===== src/rtl/ask_tx_scheduler_if.sv =====
// Control, mode-handshake and datapath-strobe bundle between the switch logic and the scheduler.
// Latency: wires only, no storage.
// Backpressure: mode_valid/mode_ready handshake; every other signal is a level or a one-cycle strobe.
interface ask_tx_scheduler_if #(
    parameter int unsigned PHASE_W = 32
);
    logic               start;
    logic               stop;
    logic [15:0]        burst_len;
    logic               mode_valid;
    logic [1:0]         mode_req;
    logic               mode_ready;
    logic               lfsr_bit;
    logic               lfsr_en;
    logic [1:0]         mod_sel;
    logic [PHASE_W-1:0] phase_inc;
    logic               tx_en;
    logic               busy;
    logic               done;
    logic [15:0]        sym_count;

    modport master (
        output start, stop, burst_len, mode_valid, mode_req, lfsr_bit,
        input  mode_ready, lfsr_en, mod_sel, phase_inc, tx_en, busy, done, sym_count
    );

    modport slave (
        input  start, stop, burst_len, mode_valid, mode_req, lfsr_bit,
        output mode_ready, lfsr_en, mod_sel, phase_inc, tx_en, busy, done, sym_count
    );
endinterface


===== src/rtl/ask_tx_scheduler.sv =====
// Symbol-rate sequencer: symbol strobe, burst control, tx gating and symbol-aligned mode/phase selection.
// Latency: start -> tx_en next cycle; first lfsr_en SYM_DIV cycles later; mode applied the cycle after a tick.
// Backpressure: one pending mode request; mode_ready drops until it is applied (next clock in IDLE, next tick otherwise).
module ask_tx_scheduler #(
    parameter int unsigned        SYM_DIV   = 50000,
    parameter int unsigned        DIV_W     = 16,
    parameter int unsigned        PHASE_W   = 32,
    parameter logic [PHASE_W-1:0] F_CARRIER = 32'd85899,
    parameter logic [PHASE_W-1:0] F_SPACE   = 32'd42950,
    parameter logic [PHASE_W-1:0] F_MARK    = 32'd171799
) (
    input  logic          clk_i,
    input  logic          reset_n_i,   // asynchronous, active-low
    ask_tx_scheduler_if.slave sch
);
    typedef enum logic [1:0] {
        ST_IDLE     = 2'd0,
        ST_RUN      = 2'd1,
        ST_STOPPING = 2'd2
    } state_t;

    localparam logic [DIV_W-1:0] DIV_LAST  = DIV_W'(SYM_DIV - 1);
    localparam logic [1:0]       MODE_FSK  = 2'd2;
    localparam logic [1:0]       MODE_RSVD = 2'd3;

    state_t            state_q, state_d;
    logic [DIV_W-1:0]  div_cnt_q, div_cnt_d;
    logic [15:0]       sym_cnt_q, sym_cnt_d;
    logic [15:0]       burst_len_q, burst_len_d;
    logic              done_q, done_d;
    logic              pend_vld_q, pend_vld_d;
    logic [1:0]        pend_mode_q, pend_mode_d;
    logic [1:0]        mod_sel_q, mod_sel_d;

    logic active;
    logic tick;
    logic final_tick;
    logic mode_acc;

    // Strobes are decoded from registered state only, so lfsr_en is glitch-free.
    assign active     = (state_q != ST_IDLE);
    assign tick       = active && (div_cnt_q == DIV_LAST);
    assign final_tick = tick && (burst_len_q != 16'd0) && ((sym_cnt_q + 16'd1) == burst_len_q);
    assign mode_acc   = sch.mode_valid && !pend_vld_q;

    // Burst state machine: a final-symbol tick beats a simultaneous stop.
    always_comb begin
        state_d = state_q;
        unique case (state_q)
            ST_IDLE:     if (sch.start) state_d = ST_RUN;
            ST_RUN: begin
                if (final_tick)    state_d = ST_IDLE;
                else if (sch.stop) state_d = ST_STOPPING;
            end
            ST_STOPPING: if (tick) state_d = ST_IDLE;
            default:     state_d = ST_IDLE;
        endcase
    end

    // Symbol divider, symbol counter, burst length latch and end-of-burst pulse.
    always_comb begin
        div_cnt_d   = (!active || tick) ? '0 : div_cnt_q + DIV_W'(1);
        sym_cnt_d   = sym_cnt_q;
        burst_len_d = burst_len_q;
        if (!active && sch.start) begin
            sym_cnt_d   = '0;
            burst_len_d = sch.burst_len;
        end else if (tick) begin
            sym_cnt_d = sym_cnt_q + 16'd1;
        end
        done_d = active && (state_d == ST_IDLE);
    end

    // Mode handshake: a captured request waits at least one cycle, so a tick in the capture cycle never applies it.
    always_comb begin
        pend_vld_d  = pend_vld_q;
        pend_mode_d = pend_mode_q;
        mod_sel_d   = mod_sel_q;
        if (pend_vld_q && (!active || tick)) begin
            mod_sel_d  = pend_mode_q;
            pend_vld_d = 1'b0;
        end
        if (mode_acc && (sch.mode_req != MODE_RSVD)) begin
            pend_vld_d  = 1'b1;
            pend_mode_d = sch.mode_req;
        end
    end

    // State register; reset clears everything at once and suppresses the done pulse.
    always_ff @(posedge clk_i or negedge reset_n_i) begin
        if (!reset_n_i) begin
            state_q     <= ST_IDLE;
            div_cnt_q   <= '0;
            sym_cnt_q   <= '0;
            burst_len_q <= '0;
            done_q      <= 1'b0;
            pend_vld_q  <= 1'b0;
            pend_mode_q <= '0;
            mod_sel_q   <= '0;
        end else begin
            state_q     <= state_d;
            div_cnt_q   <= div_cnt_d;
            sym_cnt_q   <= sym_cnt_d;
            burst_len_q <= burst_len_d;
            done_q      <= done_d;
            pend_vld_q  <= pend_vld_d;
            pend_mode_q <= pend_mode_d;
            mod_sel_q   <= mod_sel_d;
        end
    end

    assign sch.lfsr_en    = tick;
    assign sch.tx_en      = active;
    assign sch.busy       = active;
    assign sch.done       = done_q;
    assign sch.sym_count  = sym_cnt_q;
    assign sch.mode_ready = !pend_vld_q;
    assign sch.mod_sel    = mod_sel_q;
    assign sch.phase_inc  = (mod_sel_q == MODE_FSK) ? (sch.lfsr_bit ? F_MARK : F_SPACE) : F_CARRIER;
endmodule


===== src/flat_wrapper.sv =====
// flat-port wrapper written by rule: the top's interface ports become plain ports
module ask_tx_scheduler_flat 
#(
    parameter int unsigned        SYM_DIV   = 50000,
    parameter int unsigned        DIV_W     = 16,
    parameter int unsigned        PHASE_W   = 32,
    parameter logic [PHASE_W-1:0] F_CARRIER = 32'd85899,
    parameter logic [PHASE_W-1:0] F_SPACE   = 32'd42950,
    parameter logic [PHASE_W-1:0] F_MARK    = 32'd171799
)
  (clk_i, reset_n_i, sch_start, sch_stop, sch_burst_len, sch_mode_valid, sch_mode_req, sch_lfsr_bit, sch_mode_ready, sch_lfsr_en, sch_mod_sel, sch_phase_inc, sch_tx_en, sch_busy, sch_done, sch_sym_count);
  ask_tx_scheduler_if #(.PHASE_W(PHASE_W)) sch_i ();
  input  logic clk_i;
  input  logic reset_n_i;
  input wire logic [$bits(sch_i.start)-1:0] sch_start;
  input wire logic [$bits(sch_i.stop)-1:0] sch_stop;
  input wire logic [$bits(sch_i.burst_len)-1:0] sch_burst_len;
  input wire logic [$bits(sch_i.mode_valid)-1:0] sch_mode_valid;
  input wire logic [$bits(sch_i.mode_req)-1:0] sch_mode_req;
  input wire logic [$bits(sch_i.lfsr_bit)-1:0] sch_lfsr_bit;
  output wire logic [$bits(sch_i.mode_ready)-1:0] sch_mode_ready;
  output wire logic [$bits(sch_i.lfsr_en)-1:0] sch_lfsr_en;
  output wire logic [$bits(sch_i.mod_sel)-1:0] sch_mod_sel;
  output wire logic [$bits(sch_i.phase_inc)-1:0] sch_phase_inc;
  output wire logic [$bits(sch_i.tx_en)-1:0] sch_tx_en;
  output wire logic [$bits(sch_i.busy)-1:0] sch_busy;
  output wire logic [$bits(sch_i.done)-1:0] sch_done;
  output wire logic [$bits(sch_i.sym_count)-1:0] sch_sym_count;
  assign sch_i.start = sch_start;
  assign sch_i.stop = sch_stop;
  assign sch_i.burst_len = sch_burst_len;
  assign sch_i.mode_valid = sch_mode_valid;
  assign sch_i.mode_req = sch_mode_req;
  assign sch_i.lfsr_bit = sch_lfsr_bit;
  assign sch_mode_ready = sch_i.mode_ready;
  assign sch_lfsr_en = sch_i.lfsr_en;
  assign sch_mod_sel = sch_i.mod_sel;
  assign sch_phase_inc = sch_i.phase_inc;
  assign sch_tx_en = sch_i.tx_en;
  assign sch_busy = sch_i.busy;
  assign sch_done = sch_i.done;
  assign sch_sym_count = sch_i.sym_count;
  ask_tx_scheduler #(.SYM_DIV(SYM_DIV), .DIV_W(DIV_W), .PHASE_W(PHASE_W), .F_CARRIER(F_CARRIER), .F_SPACE(F_SPACE), .F_MARK(F_MARK)) u_core (.clk_i(clk_i), .reset_n_i(reset_n_i), .sch(sch_i));
endmodule

===== config.mk =====
export PLATFORM = sky130hd
export DESIGN_NAME = ask_tx_scheduler_flat
export DESIGN_NICKNAME = d
export VERILOG_FILES = /design/src/rtl/ask_tx_scheduler_if.sv /design/src/rtl/ask_tx_scheduler.sv /design/src/flat_wrapper.sv
export SDC_FILE = /design/constraint.sdc
export NUM_CORES = 1
export LEC_CHECK = 0
export BUFFER_PORTS_ARGS = -buffer_cell sky130_fd_sc_hd__buf_2
export CAP_MARGIN = 10
export CORE_MARGIN = 4
export CORE_UTILIZATION = 50
export CTS_BUF_LIST = sky130_fd_sc_hd__clkbuf_2 sky130_fd_sc_hd__clkbuf_4 sky130_fd_sc_hd__clkbuf_8
export CTS_CLUSTER_DIAMETER = 60
export DETAILED_ROUTE_END_ITERATION = 6
export HOLD_SLACK_MARGIN = 0.03
export PLACE_DENSITY = 0.85
export SYNTH_ARGS = -nofsm -noshare
export SYNTH_HDL_FRONTEND = slang
export SYNTH_SLANG_ARGS = --single-unit
export TNS_END_PERCENT = 5

===== constraint.sdc =====
create_clock -name clk_i -period 6.03 [get_ports clk_i]
set_input_delay 1.206 -clock clk_i [delete_from_list [all_inputs] [get_ports clk_i]]
set_output_delay 1.206 -clock clk_i [all_outputs]
set_load 0.1 [all_outputs]

==> reports/metrics.yaml <==
clocking:
  cts.sinks: 56
  clockBufferDepth: 2
  clkSlewWorstSetupHoldPaths_ns: 0.10
  hold_buffers: 0
  post_cts_buffers: 0
  clk_latency_ns: 0.31
  cts_resized: 0
  htree_levels: 2
  root_buffer: "clkbuf_8"
  cts_tree: "yes"
  cts_buffers: 5
power:
  seq_power_share_pct: 34.1
  power_density_mw_per_mm2: 444
  p_sw_share_pct: 53.4
  peakVddDrop_mv: 0.606
  clkPwrFrac_pct: 15.9
  intPower_uw: 748
  leakage_nw: 1.74
  p_sw_uw: 855
  p_comb_share_pct: 50.1
timing:
  worst_pin_slew_ns: 0.848
  final-hold-violation-count: 0
  fin_crit_sh_pct: 64.2
  layout_setup_ws_ns: 2.16
  setup_viol: 0
  drv_slew: 0
  finalSetupTns_ns: 0
  rsz0062_at_grt: "false"
  relSlewSlack_pct: 43.3
  finalClockSkew_ns: 0.0117
  finalHoldWorstSlack_ns: 0.472
  fmax_mhz: 258
  fin_crit_ns: 3.87
placed_design:
  hpwl_um: 5380
  routabilityCongestion: 0.877
  place.port_buffers: 59
  place_ws_ns: 2.55
synthesis:
  syn_inst: 379
  synth_fa_ha_area_share_pct: 0.756
  synth_edf_count: 0
  synth_area_leaders: "dfrtp_1, nand2_1, buf_4"
  postSynth.asyncResetShare_pct: 100
  synthTopCellsByCount: "nand2_1, dfrtp_1, nor2_1, o21ai_0, buf_4"
  yosys_warnings: 0
  synth_area_mm2: 0.00331
  yosysMostFrequentCell: "nand2_1"
  synth_flop_cell: "dfrtp_1"
  muxShareOfSynthArea_pct: 0.680
  synth_top_family_by_area: "simple AND/OR/NAND/NOR gates"
  synth_area_per_cell_um2: 8.74
  ys_seq_area_share_pct: 42.3
  yosys_register_bits: 56
  synth_cell_types: 45
  yosys.area.top_type_share_pct: 42.3
  synth_xor_area_share_pct: 9.26
  synth_simple_gate_area_share_pct: 27.4
  synth_compound_area_share_pct: 9.56
  yosys.area.top_type: "dfrtp_1"
layout:
  final_nets: 445
  drive_gt1_share_pct: 20.5
  diodes: 0
  utilization_pct: 56.6
  fillerInstances: 591
  multi_input_area_mm2: 0.00165
  areaGrowthSynthToFinish_pct: 9.07
  regArea_mm2: 0.00140
setup_path:
  crit_type: "reg -> out"
  cpMaxStageDelayCell: "buf_2"
  slowest_delay_ns: 0.48
  cp.required_ns: 4.82
  start_kind: "flop"
  crit_arrival_ns: 2.67
  path_max_fanout: 23
  crit_chain: "nor4b_2, and4_1, nand2_1, inv_2, buf_2"
  critPathCaptureType: "primary output"
global_routing:
  grt_first_pass_wirelength_um: 12100
  grt_max_degree: 57
  grt_pass1_vias: 2589
  grt_overflow_total: 0
  antenna_found_initial: 0
  grt_usage_pct: 19.2
routing:
  drt_iter0_drc: 338
  drc_errors: 0
  via_count: 2822
  postRouteAntennaNets: 0
  viasPerCell: 5.68
  first_pass_iters: 6
  wl_um: 7430
  wl_per_cell_um: 14.9
floorplan:
  num_rows: 29
  coreArea_mm2: 0.00639
  die_h_um: 89.4
  die_area_mm2: 0.00799
  die_w_um: 89.4
  ios: 79
  initial_utilization_pct: 51.9
flow_run:
  max_cap_violations: 0
run_status:
  status: "finished, final reports clean"
hold_path:
  hp-class: "reg -> reg"
## cells by family after synthesis
logic type | Yosys count
AND/OR/NAND/NOR | 175
adder cells (fa/ha/maj) | 2
buffers and inverters | 55
multiplexers | 2
flip-flops | 56
XOR/XNOR | 35
AO/OA/AOI/OAI | 52
other | 2
## worst paths after layout
check,cells after the start,end,start,slack [ns]
worst min-delay path,1,u_core.div_cnt_q[0]$_DFF_PN0_,u_core.div_cnt_q[0]$_DFF_PN0_,0.47
worst max register to register,8,u_core.sch.sym_count[6]$_DFFE_PN0P_,u_core.div_cnt_q[0]$_DFF_PN0_,3.04
worst max-delay path,5,sch_lfsr_en,u_core.div_cnt_q[5]$_DFF_PN0_,2.16
max in group asynchronous,2,u_core.div_cnt_q[11]$_DFF_PN0_,reset_n_i,4.55
min in group asynchronous,2,u_core.sch.sym_count[14]$_DFFE_PN0P_,reset_n_i,1.01
worst min register to register,1,u_core.div_cnt_q[0]$_DFF_PN0_,u_core.div_cnt_q[0]$_DFF_PN0_,0.47
## metal layers
layer | global-route usage, % | up-vias | share of wire [%]
met2 | 31.8 | 146 | 46
li1 | - | 1327 | -
met5 | 0 | - | 0
met1 | 25.4 | 1326 | 42
met4 | 6.63 | 0 | 2.4
met3 | 3.41 | 23 | 9.4
## per-stage QoR
stage,power [mW],area [µm²],cells
finish,1.60,3610,497
global route,1.68,3610,497
CTS,1.61,3610,497
detailed placement,1.35,3500,489
global placement,1.33,3500,489
floorplan,1.25,3380,396
## area by class of cell
type,instances,share of cell area (%)
Clock buffer,5,1.91
Clock inverter,3,1.28
Inverter,11,1.25
Multi-Input combinational cell,285,45.7
Sequential cell,56,38.8
Tap cell,77,2.67
Timing Repair Buffer,60,8.38
## cell usage in the layout, fill, tap and decap left out, drive strengths merged, types with 7 or more instances in the layout
cell | synthesis | layout
buf | 35 | 60
nor2 | 35 | 35
xor2 | 10 | 10
conb | 2 | 19
inv | 11 | 11
nand3 | 21 | 21
and3 | 12 | 12
dfrtp | 56 | 56
nor4 | 8 | 8
o21ai | 32 | 32
nand4 | 8 | 8
nor3 | 7 | 7
xnor2 | 25 | 25
nand2 | 65 | 65
## critical path, delay by kind of cell, from the launching register on
family / cells / cell delay (ns)
simple gates: 3 / 1.07
flops: 1 / 0.45
buf+inv: 2 / 0.83
## state kept, by name, summed over array words and instances, names as in the netlist
signal	cells
u_core.burst_len_q	16
u_core.div_cnt_q	16
u_core.sch.sym_count	16
u_core.pend_mode_q	2
u_core.sch.mod_sel	2
u_core.state_q	2
u_core.pend_vld_q	1
u_core.sch.done	1
## power groups by stage
stage	registers (mW)	clock network (mW)	logic, mW
after global routing	0.559	0.274	0.851
after CTS	0.545	0.257	0.806
after global placement	0.544	0	0.789
after floorplan	0.591	0	0.661
final	0.546	0.255	0.802
after detailed placement	0.551	0	0.803
Power figures use the tool's default switching activity.
